`src/rtl/mem_arbiter_pkg.sv`:
```
// Shared definitions for the memory-bus arbiter: FSM encodings, requester IDs
// and the default burst length.
package mem_arbiter_pkg;

    typedef enum logic [1:0] {
        ST_IDLE = 2'd0,
        ST_ADDR = 2'd1,
        ST_DATA = 2'd2,
        ST_DONE = 2'd3
    } state_t;

    typedef enum logic {
        REQ_I = 1'b0,
        REQ_D = 1'b1
    } req_id_t;

    localparam int LINE_BEATS_DEFAULT = 4;

endpackage

```
`src/rtl/mem_arbiter_rr.sv`:
```
// Two-way round-robin grant between I-cache and D-cache; on a tie the
// requester that did not win last time is chosen.
module mem_arbiter_rr
    import mem_arbiter_pkg::*;
(
    input  logic    clk,
    input  logic    rst,
    input  logic    i_req,
    input  logic    d_req,
    input  logic    grant_en,
    output req_id_t grant
);

    req_id_t last_grant;

    always_comb begin
        grant = REQ_I;
        if (i_req && d_req) begin
            grant = (last_grant == REQ_I) ? REQ_D : REQ_I;
        end else if (d_req) begin
            grant = REQ_D;
        end
    end

    // Reset to I so that D takes the first tie after reset.
    always_ff @(posedge clk) begin
        if (rst) begin
            last_grant <= REQ_I;
        end else if (grant_en) begin
            last_grant <= grant;
        end
    end

endmodule

```
`src/rtl/mem_arbiter.sv`:
```
// Shares the off-core memory bus between I-cache refill and D-cache
// refill/writeback, one LINE_BEATS burst at a time.
module mem_arbiter
    import mem_arbiter_pkg::*;
#(
    parameter int ADDR_W     = 32,
    parameter int DATA_W     = 64,
    parameter int LINE_BEATS = LINE_BEATS_DEFAULT
) (
    input  logic              clk,
    input  logic              rst,
    input  logic              i_req,
    input  logic [ADDR_W-1:0] i_addr,
    output logic              i_rvalid,
    output logic [DATA_W-1:0] i_rdata,
    output logic              i_done,
    input  logic              d_req,
    input  logic              d_wen,
    input  logic [ADDR_W-1:0] d_addr,
    input  logic [DATA_W-1:0] d_wdata,
    output logic              d_wnext,
    output logic              d_rvalid,
    output logic [DATA_W-1:0] d_rdata,
    output logic              d_done,
    output logic              bus_req,
    output logic [ADDR_W-1:0] bus_addr,
    output logic              bus_wen,
    output logic [7:0]        bus_len,
    input  logic              bus_ack,
    input  logic              bus_rvalid,
    input  logic [DATA_W-1:0] bus_rdata,
    input  logic              bus_wready,
    output logic [DATA_W-1:0] bus_wdata,
    input  logic              bus_last,
    output logic              stallreq_for_cache
);

    localparam int              CNT_W    = $clog2(LINE_BEATS);
    localparam logic [CNT_W-1:0] LAST_CNT = CNT_W'(LINE_BEATS - 1);

    state_t           state;
    state_t           state_nxt;
    req_id_t          owner;
    req_id_t          grant;
    logic [CNT_W-1:0] beat_cnt;
    logic             grant_en;
    logic             owner_d;
    logic             wen;
    logic             in_data;
    logic             beat;
    logic             final_beat;

    assign grant_en = (state == ST_IDLE) && (i_req || d_req);

    mem_arbiter_rr u_rr (
        .clk      (clk),
        .rst      (rst),
        .i_req    (i_req),
        .d_req    (d_req),
        .grant_en (grant_en),
        .grant    (grant)
    );

    assign owner_d    = (owner == REQ_D);
    assign wen        = owner_d && d_wen;
    assign in_data    = (state == ST_DATA);
    // A beat is the handshake matching the burst direction; the other strobe is noise.
    assign beat       = in_data && (wen ? bus_wready : bus_rvalid);
    assign final_beat = beat && (beat_cnt == LAST_CNT);

    always_ff @(posedge clk) begin
        if (rst) begin
            state <= ST_IDLE;
        end else begin
            state <= state_nxt;
        end
    end

    always_comb begin
        state_nxt = state;
        case (state)
            ST_IDLE: if (i_req || d_req) state_nxt = ST_ADDR;
            ST_ADDR: if (bus_ack)        state_nxt = ST_DATA;
            ST_DATA: if (final_beat)     state_nxt = ST_DONE;
            ST_DONE:                     state_nxt = ST_IDLE;
            default:                     state_nxt = ST_IDLE;
        endcase
    end

    always_ff @(posedge clk) begin
        if (rst) begin
            owner <= REQ_I;
        end else if (grant_en) begin
            owner <= grant;
        end
    end

    // Counter clears outside DATA so an abandoned or finished burst never leaks a count.
    always_ff @(posedge clk) begin
        if (rst || !in_data) begin
            beat_cnt <= '0;
        end else if (beat) begin
            beat_cnt <= final_beat ? '0 : beat_cnt + 1'b1;
        end
    end

    always_comb begin
        bus_req   = (state == ST_ADDR);
        bus_addr  = '0;
        bus_wen   = 1'b0;
        if (state == ST_ADDR || state == ST_DATA) begin
            bus_addr = owner_d ? d_addr : i_addr;
            bus_wen  = wen;
        end
        bus_len   = 8'(LINE_BEATS - 1);
        bus_wdata = d_wdata;

        i_rvalid  = bus_rvalid && in_data && !wen && !owner_d;
        d_rvalid  = bus_rvalid && in_data && !wen && owner_d;
        i_rdata   = bus_rdata;
        d_rdata   = bus_rdata;
        d_wnext   = bus_wready && in_data && owner_d && d_wen;

        i_done    = (state == ST_DONE) && !owner_d;
        d_done    = (state == ST_DONE) && owner_d;

        stallreq_for_cache = (state != ST_IDLE) || i_req || d_req;
    end

`ifndef SYNTHESIS
    // The bridge's last marker is only cross-checked; the local counter decides burst end.
    logic last_mismatch;
    logic last_err;

    assign last_mismatch = beat && (bus_last != (beat_cnt == LAST_CNT));

    always_ff @(posedge clk) begin
        if (rst) begin
            last_err <= 1'b0;
        end else if (last_mismatch) begin
            last_err <= 1'b1;
        end
    end

    always_ff @(posedge clk) begin
        if (!rst) begin
            assert (!(last_mismatch && !last_err))
            else $error("mem_arbiter: bus_last disagrees with beat counter");
        end
    end
`endif

endmodule

```
`config.mk`:
```
export PLATFORM = sky130hd
export DESIGN_NAME = mem_arbiter
export DESIGN_NICKNAME = d
export VERILOG_FILES = /design/src/rtl/mem_arbiter_pkg.sv /design/src/rtl/mem_arbiter_rr.sv /design/src/rtl/mem_arbiter.sv
export SDC_FILE = /design/constraint.sdc
export NUM_CORES = 1
export LEC_CHECK = 0
export CAP_MARGIN = 30
export CORE_AREA = 3 3 171 173
export DETAILED_ROUTE_END_ITERATION = 8
export DIE_AREA = 0 0 174 176
export PLACE_DENSITY_LB_ADDON = 0.3
export SLEW_MARGIN = 20
export SYNTH_ARGS = -nofsm -noshare
export SYNTH_HDL_FRONTEND = slang
export SYNTH_HIERARCHICAL = 1
export SYNTH_SLANG_ARGS = --single-unit
```
`constraint.sdc`:
```
create_clock -name clk -period 3.5 [get_ports clk]
set_input_delay 0.875 -clock clk [delete_from_list [all_inputs] [get_ports clk]]
set_output_delay 0.875 -clock clk [all_outputs]
set_load 0.1 [all_outputs]
```
==> impl_results.md <==
- Count leader, synth: buf_4
- Io pins: 441
- Diode count: 0
- GP Congestion: 0.640
- Dominant synthesized flop cell: dfxtp_1
- Pin count of the biggest net entering global routing: 35
- Synth Register Bits: 6
- Status: finished, final reports clean
- Pleak: 1.07 nW
- Crit share post-route: 83.4%
- Synth top area share: 61.1%
- Port buffer count: 111
- Total Negative Setup Slacks: 0 ns
- GR Util All Layers: 4.56%
- Total gr overflow: 0
- Vias in the first global route: 1,721
- Post_cts resized: 0
- Maximum VDD drop: 462 µV
- EDFF count, synth: 0
- Largest area contributor in the netlist: buf_4
- DRT Pass-1 Iters: 4
- DP HPWL: 6.58 mm
- Final Routed Wirelength: 7.51 mm
- Worst-Skew Late Latency: 0.23 ns
- Cells after synthesis: 320
- Hold WS: 0.471 ns
- PD cells: 1020 nW/µm²
- Hold Fails Final Rpt: 0
- Worst-path maximum fanout: 3
- Post-synth cell types: 25
- Pre-CTS WS: 0.613 ns
- Slew Viols, Final: 0
- RSZ-0062 raised after global routing: no
- Clock slew at reported path FFs: 0.03 ns
- Critical path startpoint: d_wen
- CP peak stage delay: 0.63 ns
- Hold-fix buffers, CTS: 0
- MaxCap Viol Count: 0
- Antenna-violating nets left: 0
- Tmin final: 2.92 ns
- Inserted Clock Buffers: 3
- CP max-delay cell: clkdlybuf4s50_1
- Highest Clock Rate: 343 MHz
- First-pass GRT wire length: 10.6 mm
- Vert. Die Dim: 176 µm
- Rel. slew slack: 59.4%
- CTS tree: yes
- Final cell utilization of the core: 10.9%
- CTS sink count: 6
- Ranking of synthesized cells by area: buf_4 61%, mux2i_1 15%, nor2b_1 8.6%
- Layout area overhead: 22.5%
- Seq/Total Area, Yosys: 4.84%
- Mean Syn Cell Area: 7.76 µm²
- Root Buffer: clkbuf_16
- Endpoints failing setup: 0
- Synth warn: 6
- Drt drc: 0
- Layout cells sized above 1: 22.2%
- Critical-path cell list: clkdlybuf4s50_1, nand2_1, nor2_1, buf_12
- Average routed wire per standard cell: 12.2 µm
- Mapped cell area: 2480 µm²
- Die ar.: 30,600 µm²
- Clock buffer depth: 2
- Cell Count Post-Placement: 614
- H-tree Lvls: 1
- Min-delay src: beat_cnt[0]$_SDFFE_PP0P_
- Net count, final: 448
- Die X: 174 µm
- Core Area: 27,800 µm²
- Drt initial violations: 23
- FP Rows: 61
- Worst setup EP type: primary output
- Setup crit start kind: primary input
- Clk_skew: 0.00281 ns
- Final std cells w/o fill: 617
- Most instantiated cells after synthesis: 202 x buf_4, 36 x mux2i_1, 34 x nor2b_1
- Crit Path Class: in -> out
- PnR worst setup slack: 0.582 ns
- Post-DP Area: 2970 µm²
- Tot Pwr: 3.10 mW
- Min-delay worst type: reg -> reg
- Worst-Margin Slew: 0.609 ns
- Post-synth ARST share: 0%
- Vias: 1,527
- Vias per Instance: 2.47
- Final instance area: 3040 µm²
- Antenna violations before repair: 0
- Critical Path AT: 2.04 ns
- Required @ worst endpoint: 2.62 ns
- Starting Density: 8.94%
- Post-CTS Setup Bufs: 0
- Reg2reg start: owner$_SDFFE_PP0P_
worst paths after layout:
path	to	slack, ns	cells after the start
worst max-delay path	d_wnext	0.58	4
worst min-delay path	beat_cnt[0]$_SDFFE_PP0P_	0.47	2
worst max register to register	state[1]$_SDFFE_PP0P_	1.46	5
worst min register to register	beat_cnt[0]$_SDFFE_PP0P_	0.47	2
layout by cell type (no fill, tap or decap), types with 3 or more instances in the layout:
master / synthesis / layout
nor2_1: 4 / 4
conb_1: 2 / 8
clkbuf_16: 0 / 3
buf_4: 202 / 9
dfxtp_1: 6 / 5
buf_12: 0 / 37
clkdlybuf4s50_1: 0 / 71
ha_1: 6 / 6
nand2_1: 4 / 4
nor2b_1: 34 / 34
mux2i_1: 36 / 36
nand2b_1: 3 / 3
inv_1: 4 / 4
logic make-up after synthesis:
kind of cell               Yosys count  share of synthesized area [%]
buffers and inverters              211                           62.5
and+or+nand+nor                     52                           12.4
muxes                               36                           14.5
AOI/OAI and AO/OA                    7                           2.37
adders and majority gates            6                           3.02
DFF                                  6                           4.84
other                                2                          0.302
area by class of cell:
cell class	count	area, µm²
clock buffers	3	75.1
flip-flops and latches	6	121
repair buffers	117	1520
inverters	4	15.0
well taps	378	473
multi-input cells	109	838
fillers	3214	24700
worst max-delay path: cells and delay by family:
kind	cells	cell delay, ns
buf+inv	2	0.83
simple gates	2	0.33
registers in the layout (all words and copies together) (netlist names):
register / cells
beat_cnt: 2
state: 2
owner: 1
u_rr/last_grant: 1
routing by layer:
layer | part of all wire, % | track usage (%)
met1 | 26 | 3.66
met2 | 46 | 7.21
met3 | 17 | 2.95
met4 | 11 | 4.86
met5 | 0 | 0.160
power by group:
group	total, mW	switching [mW]	internal [mW]
registers	0.120	0.0348	0.0857
logic	2.79	1.82	0.968
clock network	0.187	0.0401	0.147
(Power assumes the default switching activity.)
